**src/rtl/pic_bus_pkg.sv**
```systemverilog
// Shared types and constants for the two-master PIC host-port arbiter.
package pic_bus_pkg;
  typedef enum logic [1:0] {
    IDLE = 2'd0,
    BUSY = 2'd1,
    DONE = 2'd2
  } arb_state_e;

  localparam int ADDR_W_DEF = 16;
  localparam int DATA_W_DEF = 32;

  // Read data returned on an aborted transfer; sliced to DATA_W (up to 64 bits).
  localparam int ERR_MAX_W = 64;
  localparam logic [ERR_MAX_W-1:0] ERR_RDATA = '1;
endpackage

```
**src/rtl/pic_bus_arb_if.sv**
```systemverilog
// Bundle of both master ports and the PIC wrapper port seen by the arbiter.
interface pic_bus_arb_if
  import pic_bus_pkg::*;
#(
  parameter int ADDR_W = ADDR_W_DEF,
  parameter int DATA_W = DATA_W_DEF
);
  // Handshake: a master holds wen/ren (and address/data) stable until it sees a
  // one-cycle mN_ready; data_out and err are valid only in that ready cycle.
  // Toward the PIC, pic_wen/pic_ren stay high and stable until pic_ready.
  logic [ADDR_W-1:0] m0_address, m1_address;
  logic [DATA_W-1:0] m0_data_in, m1_data_in;
  logic              m0_wen, m1_wen, m0_ren, m1_ren;
  logic [DATA_W-1:0] m0_data_out, m1_data_out;
  logic              m0_ready, m1_ready, m0_err, m1_err;
  logic [ADDR_W-1:0] pic_address;
  logic [DATA_W-1:0] pic_data_in;
  logic              pic_wen, pic_ren;
  logic [DATA_W-1:0] pic_data_out;
  logic              pic_ready;

  modport master (
    output m0_address, m1_address, m0_data_in, m1_data_in,
    output m0_wen, m1_wen, m0_ren, m1_ren, pic_data_out, pic_ready,
    input  m0_data_out, m1_data_out, m0_ready, m1_ready, m0_err, m1_err,
    input  pic_address, pic_data_in, pic_wen, pic_ren
  );

  modport slave (
    input  m0_address, m1_address, m0_data_in, m1_data_in,
    input  m0_wen, m1_wen, m0_ren, m1_ren, pic_data_out, pic_ready,
    output m0_data_out, m1_data_out, m0_ready, m1_ready, m0_err, m1_err,
    output pic_address, pic_data_in, pic_wen, pic_ren
  );
endinterface

```
**src/rtl/pic_rr_arb2.sv**
```systemverilog
// Two-input round-robin picker; the last-grant pointer lives in the parent.
module pic_rr_arb2 (
  input  logic [1:0] req_i,
  input  logic       last_i,
  output logic [1:0] gnt_o
);
  always_comb begin
    gnt_o = 2'b00;
    if (req_i == 2'b11) begin
      gnt_o = last_i ? 2'b01 : 2'b10;
    end else begin
      gnt_o = req_i;
    end
  end
endmodule

```
**src/rtl/pic_bus_arb.sv**
```systemverilog
// Shares the PIC host port between two masters: round-robin grant, registered
// transfer toward the PIC, response routed to the owner, timeout abort.
module pic_bus_arb
  import pic_bus_pkg::*;
#(
  parameter int ADDR_W  = ADDR_W_DEF,
  parameter int DATA_W  = DATA_W_DEF,
  parameter int TIMEOUT = 255,
  parameter int TO_W    = 8
) (
  input  logic         clk,
  input  logic         reset_n,
  pic_bus_arb_if.slave bus,
  output arb_state_e   state_o
);
  // Abort fires in the BUSY cycle whose count is TIMEOUT-1, so the abort ready
  // appears TIMEOUT cycles after the strobe first went high.
  localparam logic [TO_W-1:0]   TO_LAST  = TO_W'(TIMEOUT - 1);
  localparam logic [DATA_W-1:0] ERR_DATA = ERR_RDATA[DATA_W-1:0];

  arb_state_e        state_q, state_d;
  logic              owner_q, owner_d;
  logic              last_q, last_d;
  logic [TO_W-1:0]   cnt_q, cnt_d;
  logic [ADDR_W-1:0] addr_q, addr_d;
  logic [DATA_W-1:0] wdata_q, wdata_d;
  logic              wen_q, wen_d, ren_q, ren_d;
  logic [1:0]        rdy_q, rdy_d, err_q, err_d;
  logic [DATA_W-1:0] rdata0_q, rdata0_d, rdata1_q, rdata1_d;

  logic [1:0]        req, gnt;
  logic              sel_wen, sel_ren, resp_err;
  logic [DATA_W-1:0] resp_data;

  assign req = {bus.m1_wen | bus.m1_ren, bus.m0_wen | bus.m0_ren};

  pic_rr_arb2 u_rr (
    .req_i  (req),
    .last_i (last_q),
    .gnt_o  (gnt)
  );

  always_comb begin
    state_d   = state_q;
    owner_d   = owner_q;
    last_d    = last_q;
    cnt_d     = cnt_q;
    addr_d    = addr_q;
    wdata_d   = wdata_q;
    wen_d     = wen_q;
    ren_d     = ren_q;
    rdy_d     = 2'b00;
    err_d     = 2'b00;
    rdata0_d  = rdata0_q;
    rdata1_d  = rdata1_q;
    sel_wen   = 1'b0;
    sel_ren   = 1'b0;
    resp_err  = 1'b0;
    resp_data = '0;
    unique case (state_q)
      IDLE: begin
        if (|gnt) begin
          owner_d = gnt[1];
          last_d  = gnt[1];
          addr_d  = gnt[1] ? bus.m1_address : bus.m0_address;
          wdata_d = gnt[1] ? bus.m1_data_in : bus.m0_data_in;
          sel_wen = gnt[1] ? bus.m1_wen : bus.m0_wen;
          sel_ren = gnt[1] ? bus.m1_ren : bus.m0_ren;
          wen_d   = sel_wen;
          ren_d   = ~sel_wen & sel_ren;
          cnt_d   = '0;
          state_d = BUSY;
        end
      end
      BUSY: begin
        cnt_d = cnt_q + 1'b1;
        // pic_ready takes priority over a timeout landing in the same cycle.
        if (bus.pic_ready || (cnt_q == TO_LAST)) begin
          resp_err  = ~bus.pic_ready;
          resp_data = bus.pic_ready ? (wen_q ? '0 : bus.pic_data_out) : ERR_DATA;
          rdy_d[owner_q] = 1'b1;
          err_d[owner_q] = resp_err;
          if (owner_q) rdata1_d = resp_data;
          else         rdata0_d = resp_data;
          wen_d   = 1'b0;
          ren_d   = 1'b0;
          state_d = DONE;
        end
      end
      DONE:    state_d = IDLE;
      default: state_d = IDLE;
    endcase
  end

  always_ff @(posedge clk or negedge reset_n) begin
    if (!reset_n) begin
      state_q  <= IDLE;
      owner_q  <= 1'b0;
      last_q   <= 1'b1;
      cnt_q    <= '0;
      addr_q   <= '0;
      wdata_q  <= '0;
      wen_q    <= 1'b0;
      ren_q    <= 1'b0;
      rdy_q    <= 2'b00;
      err_q    <= 2'b00;
      rdata0_q <= '0;
      rdata1_q <= '0;
    end else begin
      state_q  <= state_d;
      owner_q  <= owner_d;
      last_q   <= last_d;
      cnt_q    <= cnt_d;
      addr_q   <= addr_d;
      wdata_q  <= wdata_d;
      wen_q    <= wen_d;
      ren_q    <= ren_d;
      rdy_q    <= rdy_d;
      err_q    <= err_d;
      rdata0_q <= rdata0_d;
      rdata1_q <= rdata1_d;
    end
  end

  assign bus.pic_address = addr_q;
  assign bus.pic_data_in = wdata_q;
  assign bus.pic_wen     = wen_q;
  assign bus.pic_ren     = ren_q;
  assign bus.m0_ready    = rdy_q[0];
  assign bus.m1_ready    = rdy_q[1];
  assign bus.m0_err      = err_q[0];
  assign bus.m1_err      = err_q[1];
  assign bus.m0_data_out = rdata0_q;
  assign bus.m1_data_out = rdata1_q;
  assign state_o         = state_q;
endmodule

```
**src/flat_wrapper.sv**
```systemverilog
// flat-port wrapper written by rule: the top's interface ports become plain ports
module pic_bus_arb_flat import pic_bus_pkg::*;
#(
  parameter int ADDR_W  = ADDR_W_DEF,
  parameter int DATA_W  = DATA_W_DEF,
  parameter int TIMEOUT = 255,
  parameter int TO_W    = 8
)
  (clk, reset_n, state_o, bus_m0_address, bus_m1_address, bus_m0_data_in, bus_m1_data_in, bus_m0_wen, bus_m1_wen, bus_m0_ren, bus_m1_ren, bus_pic_data_out, bus_pic_ready, bus_m0_data_out, bus_m1_data_out, bus_m0_ready, bus_m1_ready, bus_m0_err, bus_m1_err, bus_pic_address, bus_pic_data_in, bus_pic_wen, bus_pic_ren);
  pic_bus_arb_if #(.ADDR_W(ADDR_W), .DATA_W(DATA_W)) bus_i ();
  input  logic clk;
  input  logic reset_n;
  output arb_state_e state_o;
  input wire logic [$bits(bus_i.m0_address)-1:0] bus_m0_address;
  input wire logic [$bits(bus_i.m1_address)-1:0] bus_m1_address;
  input wire logic [$bits(bus_i.m0_data_in)-1:0] bus_m0_data_in;
  input wire logic [$bits(bus_i.m1_data_in)-1:0] bus_m1_data_in;
  input wire logic [$bits(bus_i.m0_wen)-1:0] bus_m0_wen;
  input wire logic [$bits(bus_i.m1_wen)-1:0] bus_m1_wen;
  input wire logic [$bits(bus_i.m0_ren)-1:0] bus_m0_ren;
  input wire logic [$bits(bus_i.m1_ren)-1:0] bus_m1_ren;
  input wire logic [$bits(bus_i.pic_data_out)-1:0] bus_pic_data_out;
  input wire logic [$bits(bus_i.pic_ready)-1:0] bus_pic_ready;
  output wire logic [$bits(bus_i.m0_data_out)-1:0] bus_m0_data_out;
  output wire logic [$bits(bus_i.m1_data_out)-1:0] bus_m1_data_out;
  output wire logic [$bits(bus_i.m0_ready)-1:0] bus_m0_ready;
  output wire logic [$bits(bus_i.m1_ready)-1:0] bus_m1_ready;
  output wire logic [$bits(bus_i.m0_err)-1:0] bus_m0_err;
  output wire logic [$bits(bus_i.m1_err)-1:0] bus_m1_err;
  output wire logic [$bits(bus_i.pic_address)-1:0] bus_pic_address;
  output wire logic [$bits(bus_i.pic_data_in)-1:0] bus_pic_data_in;
  output wire logic [$bits(bus_i.pic_wen)-1:0] bus_pic_wen;
  output wire logic [$bits(bus_i.pic_ren)-1:0] bus_pic_ren;
  assign bus_i.m0_address = bus_m0_address;
  assign bus_i.m1_address = bus_m1_address;
  assign bus_i.m0_data_in = bus_m0_data_in;
  assign bus_i.m1_data_in = bus_m1_data_in;
  assign bus_i.m0_wen = bus_m0_wen;
  assign bus_i.m1_wen = bus_m1_wen;
  assign bus_i.m0_ren = bus_m0_ren;
  assign bus_i.m1_ren = bus_m1_ren;
  assign bus_i.pic_data_out = bus_pic_data_out;
  assign bus_i.pic_ready = bus_pic_ready;
  assign bus_m0_data_out = bus_i.m0_data_out;
  assign bus_m1_data_out = bus_i.m1_data_out;
  assign bus_m0_ready = bus_i.m0_ready;
  assign bus_m1_ready = bus_i.m1_ready;
  assign bus_m0_err = bus_i.m0_err;
  assign bus_m1_err = bus_i.m1_err;
  assign bus_pic_address = bus_i.pic_address;
  assign bus_pic_data_in = bus_i.pic_data_in;
  assign bus_pic_wen = bus_i.pic_wen;
  assign bus_pic_ren = bus_i.pic_ren;
  pic_bus_arb #(.ADDR_W(ADDR_W), .DATA_W(DATA_W), .TIMEOUT(TIMEOUT), .TO_W(TO_W)) u_core (.clk(clk), .reset_n(reset_n), .bus(bus_i), .state_o(state_o));
endmodule
```
**config.mk**
```make
export PLATFORM = sky130hd
export DESIGN_NAME = pic_bus_arb_flat
export DESIGN_NICKNAME = d
export VERILOG_FILES = /design/src/rtl/pic_bus_pkg.sv /design/src/rtl/pic_bus_arb_if.sv /design/src/rtl/pic_rr_arb2.sv /design/src/rtl/pic_bus_arb.sv /design/src/flat_wrapper.sv
export SDC_FILE = /design/constraint.sdc
export NUM_CORES = 1
export LEC_CHECK = 0
export ABC_AREA = 1
export ABC_CLOCK_PERIOD_IN_PS = 1600
export CORE_MARGIN = 2
export CORE_UTILIZATION = 43
export DETAILED_ROUTE_END_ITERATION = 16
export HOLD_SLACK_MARGIN = 0.12
export PLACE_DENSITY = 0.88
export SLEW_MARGIN = 5
export SYNTH_ARGS = -nofsm -noshare
export SYNTH_HDL_FRONTEND = slang
export SYNTH_HIERARCHICAL = 1
export SYNTH_SLANG_ARGS = --single-unit
```
**constraint.sdc**
```tcl
create_clock -name clk -period 1.6 [get_ports clk]
set_clock_uncertainty 0.1 [all_clocks]
set_input_delay 0.16 -clock clk [delete_from_list [all_inputs] [get_ports clk]]
set_output_delay 0.16 -clock clk [all_outputs]
set_load 0.1 [all_outputs]
```
== Word-level counts from Yosys, hierarchy flattened ==
Index checks and enable logic that the tools add are counted.

* Add/sub/neg operators: 1
* Multipliers: 0
* Divide/modulo/power cells: 0
* $lt $le $gt $ge: 2
* Eq/ne operators: 5
* Shift-type cells: 0
* Mux-type cells: 24
* Bitwise gates (word level): 7
* Reductions and logical operators: 11

{| class="wikitable"
|+ Operator list
! operator !! count
|-
| 32-bit two-way mux || 3
|-
| 16-bit two-way mux || 1
|-
| 2-bit two-way mux || 8
|-
| 8-bit one-hot mux with 2 select lines || 1
|-
| 3-bit AND reduction || 3
|-
| 8-bit by 1-bit adder with 8-bit output, second input constant || 1
|-
| 8-bit == test, second input constant || 1
|-
| 8-bit two-way mux || 1
|-
| 1-bit two-way mux || 6
|-
| 2-bit AND reduction || 3
|-
| 2-bit by 1-bit inequality test with 1-bit output, second input constant || 2
|-
| 1-bit one-hot mux with 2 select lines || 2
|-
| 2-bit one-hot mux with 2 select lines || 1
|-
| 1-bit NOT || 3
|-
| 2-bit AND || 1
|-
| 2-bit by 1-bit == test with 1-bit output, second input constant || 1
|-
| 2-bit == test, second input constant || 1
|-
| 2-bit zero test || 1
|-
| 1-bit by 2-bit less-than comparator with 1-bit output, second input constant || 1
|-
| 1-bit OR || 2
|-
| 2-bit nonzero test || 1
|-
| 2-bit OR reduction || 1
|-
| 1-bit AND || 1
|-
| 1-bit demux with 1-bit select || 1
|-
| other kinds (3) || 3
|}

* Bits in registers: 130
* Latch bits: 0
* Bits in writable memories: 0
* Bits in read-only memories: 0
* Input bits: 135
* Output and inout bits: 120
* Word-level logic and storage cells: 62
* Memories: 0

== Longest topological paths before layout ==
* Depth after elaboration: 8
* Depth in mapped cells: 10
* Mapped depth without buffers: 9

== Hierarchy ==
The synthesis kept the hierarchy.

{| class="wikitable"
|+ Modules (own cells, without submodules)
! module !! times used !! cells an instance !! area an instance (um2) !! sequential area each (um2)
|-
| pic_bus_arb || 1 || 720 || 6034.5 || 3254.4
|-
| pic_rr_arb2 || 1 || 5 || 21.3 || 0.0
|}

== Least setup slack after synthesis ==
OpenSTA, ideal clock, no wires.

* Kind: register to register
* Start point: reg u_core.state_q[0] (netlist: u_core/state_o[0])
* End point: reg u_core.cnt_q[7]
* Library setup time: 0.113 ns
* Arrival: 1.760 ns
* Required time: 1.387 ns
* Setup slack: -0.373 ns
* Stages on the path, launching flop included: 8
* Path buffers: 2
* Clock period less this slack: 1.973 ns
* Path through: dfrtp_1 > inv_2 > nor2_4 > buf_2 > buf_4 > nand4_1 > nand2_1 > inv_1

* Longest elaborated chain between the ends: 3
* Elaborated cells between the ends (all ways): 6
* Classes of those cells: eq/ne (2); mux (1); reduce/logical (3)

{| class="wikitable"
|+ Ends and longest elaborated chain
! element !! line !! source
|-
| from (decl) || pic_bus_arb.sv:21 || <nowiki>arb_state_e state_q, state_d;</nowiki>
|-
| from (signal assigned) || pic_bus_arb.sv:110 || <nowiki>state_q <= state_d;</nowiki>
|-
| 2-bit zero test / 2-bit by 1-bit == test with 1-bit output (equally long branches) || pic_bus_arb.sv:60 || <nowiki>unique case (state_q)</nowiki>
|-
| 2-bit by 1-bit inequality test with 1-bit output (no source line) / 2-bit nonzero test (equally long branches) || - ||
|-
| 2-bit AND reduction (no source line) || - ||
|-
| to (signal assigned) || pic_bus_arb.sv:113 || <nowiki>cnt_q <= cnt_d;</nowiki>
|-
| to (decl) || pic_bus_arb.sv:24 || <nowiki>logic [TO_W-1:0] cnt_q, cnt_d;</nowiki>
|}

Several ways; a longest one is shown, not always the timed one.
A chain may end at the register's enable or synchronous reset.

== Worst setup path after layout ==
* Start point: reg u_core.last_q
* End point: reg u_core.wdata_q[13] (netlist: u_core/bus.pic_data_in[13])

* Longest elaborated chain between the ends: 4
* Elaborated cells between the ends (all ways): 5
* Classes of those cells: mux (3); reduce/logical (2)

{| class="wikitable"
|+ Ends and longest elaborated chain
! element !! line !! source
|-
| from (decl) || pic_bus_arb.sv:23 || <nowiki>logic last_q, last_d;</nowiki>
|-
| from (signal assigned) || pic_bus_arb.sv:112 || <nowiki>last_q <= last_d;</nowiki>
|-
| 2-bit two-way mux || pic_rr_arb2.sv:10 || <nowiki>gnt_o = last_i ? 2'b01 : 2'b10;</nowiki>
|-
| 2-bit two-way mux || pic_rr_arb2.sv:9 || <nowiki>if (req_i == 2'b11) begin</nowiki>
|-
| named net u_core.gnt[0] || pic_bus_arb.sv:31 || <nowiki>logic [1:0] req, gnt;</nowiki>
|-
| 2-bit OR reduction || pic_bus_arb.sv:62 || <nowiki>if (|gnt) begin</nowiki>
|-
| 2-bit AND reduction (no source line) || - ||
|-
| to (signal assigned) || pic_bus_arb.sv:115 || <nowiki>wdata_q <= wdata_d;</nowiki>
|-
| to (decl) || pic_bus_arb.sv:26 || <nowiki>logic [DATA_W-1:0] wdata_q, wdata_d;</nowiki>
|}

The timed path passes the listed nets, and every way through them passes these cells.

==> results.toml <==
[timing]
max_freq_ghz = 0.5669
fin_crit_sh_pct = 110.2
setup_violations = 107
drv_slew = 0
tightest_slew_ns = 0.4308
rsz0062_at_grt = "true"
finalCriticalPeriod_ns = 1.764
maxSlewHeadroom_pct = 70.97
hold_slack_ns = 0.2040
layout_setup_ws_ns = -0.1639
hold_viol = 0

[global_route]
grt_pass1_wl_mm = 31.64
grt_max_degree = 63
grt_pass1_vias = 6236
antenna_found_initial = 0
grt.total_usage_pct = 27.31
grt_overflow_total = 0

[drt]
drt_iter0_markers = 752
antenna_left = 0
num_vias = 6986
viasPerCell = 5.812
dr.pass1.iters = 6
finalWirelength_mm = 25.76
drcViolationCount = 0
wire_per_inst_um = 21.43

[die]
core_area_um2 = 13830
io-pin-count = 255
die_area_um2 = 15050
fp-row-count = 43
fp.dieW_um = 122.7
start_util_pct = 43.80
dieHeight_um = 122.7

[worst_setup_path]
max_stage_delay_ns = 0.59
critPathBufInv = 3
cpMaxStageDelayCell = "dfstp_2"
endpoint_kind = "flip-flop"
path_cells = "nand3_2, nand2_2, o21ai_4, buf_4, inv_8, clkbuf_16, nor2_1, a31oi_1"
crit_type = "reg -> reg"
cp-start-kind = "flip-flop"
required_ns = 1.81
path_delay_family = "flip-flops"
arrival_ns = 1.98
cp_max_fo = 5

[cells_and_area]
antennaDiodeCount = 0
syn_to_final_growth_pct = 96.05
nets = 1146
final_cells = 1202
final_layout_size_suffix_gt1_share_pct = 36.20
utilization_pct = 85.87
final_common_cell = "nand2_1"
final_cell_mix = "nand2_1 (151), clkdlybuf4s50_1 (133), buf_12 (130)"

[clocking]
cts-htree-levels = 4
cts-root-buf = "clkbuf_16"
clk_latency_ns = 0.41
clock-sinks = 130
clk_pin_slew_ns = 0.06
cts_buffers = 17
cts_tree = "built"
cts.path.max_buffers = 2

[placed_design]
dp_hpwl_mm = 14.28
place_congestion = 0.8373
port_buffers = 254
dp.cells = 1140

[logic_synthesis]
syn_avg_cell_area_um2 = 8.353
seq_area_frac_synth_pct = 53.74
yosysTopAreaCell = "dfrtp_1"
ys_ff_latch = 130
ys_types = 28
syn_nets = 862
synthCells = 725
postSynth.asyncResetShare_pct = 100.0
synth_edf_count = 0
synth_top_cell_area_share_pct = 53.31
syn_area_um2 = 6056
ys_top_cells_by_area = "dfrtp_1 (53%), nand2_1 (15%), nand4_1 (6.9%)"
synthFlopType = "dfrtp_1"
yosysWarnings = 6

[outcome]
violations = "setup timing"
status = "complete, but fails checks"

[flow_run]
cap_violations = 0

[worst_hold_path]
hold_class = "in -> reg"
## routing by layer
layer  vias up  routed length [um]  global-route usage, %  part of all wire, %
met4         0                1317                  11.85                  5.1
met3       115                2605                  7.807                   10
li1       2972                   -                      -                    -
met1      3365                8448                  31.69                   33
met2       534               13390                  46.93                   52
met5         -                   0                      0                    0
## flip-flops by register name (all words and copies together), names as in the netlist, 2 cells and up
| name | cells |
|---|---|
| u_core/bus.m0_data_out | 32 |
| u_core/bus.m1_data_out | 32 |
| u_core/bus.pic_address | 16 |
| u_core/bus.pic_data_in | 32 |
| u_core/cnt_q | 8 |
| u_core/err_q | 2 |
| u_core/rdy_q | 2 |
| u_core/state_o | 2 |
## synthesized netlist by cell type, types with 2 or more instances
cell type  instances
nand2_1          247
dfrtp_1          129
nand4_1           67
nor2_1            54
a31oi_1           49
inv_1             44
o21ai_0           34
buf_2             25
clkbuf_1          18
inv_2             10
nand3_1            8
o21ai_1            7
buf_6              6
a21oi_1            4
buf_8              3
buf_1              2
buf_4              2
ha_1               2
nand2_2            2
nand3_4            2
nor2_4             2
or2_2              2
## tightest hold or removal path, cell delays in order
cell and delay [ns]:
clkdlybuf4s50_1 0.39, nand2_1 0.06, a31oi_1 0.07
## cell families (layout without fill, tap and decap cells)
kind of cell	Yosys count	in the layout	synth area share, %
muxes	1	1	0.1653
adders and majority gates	2	2	0.4132
DFF	130	130	53.74
buffers and inverters	110	407	8.760
AOI/OAI and AO/OA	96	96	9.029
and+or+nand+nor	386	386	27.89
## timing repair
| action | in CTS | in global routing |
|---|---|---|
| pin swaps | 2 | 7 |
| hold endpoints to repair | 130 | 0 |
| hold buffers | 2 | 0 |
| cloned | 1 | 19 |
| endpoints found under the setup margin | 59 | 179 |
| buffers inserted | 2 | 7 |
| gates resized for setup | 10 | 181 |
## area by class of cell
| class | count | area [um2] |
|---|---|---|
| clock buffer | 20 | 456.7 |
| clock inverter | 12 | 156.4 |
| fill | 558 | 1954 |
| inverter | 54 | 212.7 |
| multi-input combinational | 485 | 2814 |
| sequential | 130 | 3263 |
| tap | 180 | 225.2 |
| timing repair buffer | 320 | 4733 |
| timing repair inverter | 1 | 11.26 |
## metrics by stage
stage	cell area [um2]	worst slack [ns]	setup TNS, ns
6_report	11870	-0.1639	-6.838
4_1_cts	10840	-0.008515	-0.01139
3_5_place_dp	10130	-0.4995	-26.07
5_1_grt	11870	-0.1857	-11.45
3_3_place_gp	10130	-0.3474	-19.04
2_1_floorplan	6065	0.003611	0
## worst paths after layout
path / start / end / slack [ns] / cells after the start
worst max-delay path: u_core/last_q / u_core/bus.pic_data_in[13] / -0.16 / 8
worst min-delay path: bus_m0_address[14] / u_core/bus.pic_address[14] / 0.20 / 3
worst max register to register: u_core/last_q / u_core/bus.pic_data_in[13] / -0.16 / 8
worst min register to register: u_core/cnt_q[3] / u_core/cnt_q[3] / 0.41 / 1
max in group asynchronous: reset_n / u_core/last_q / 0.14 / 4
min in group asynchronous: reset_n / u_core/bus.m0_data_out[0] / 0.68 / 3
Power is not shown: default switching activity piles up to over one toggle a cycle in this logic, so the estimate is an artifact.
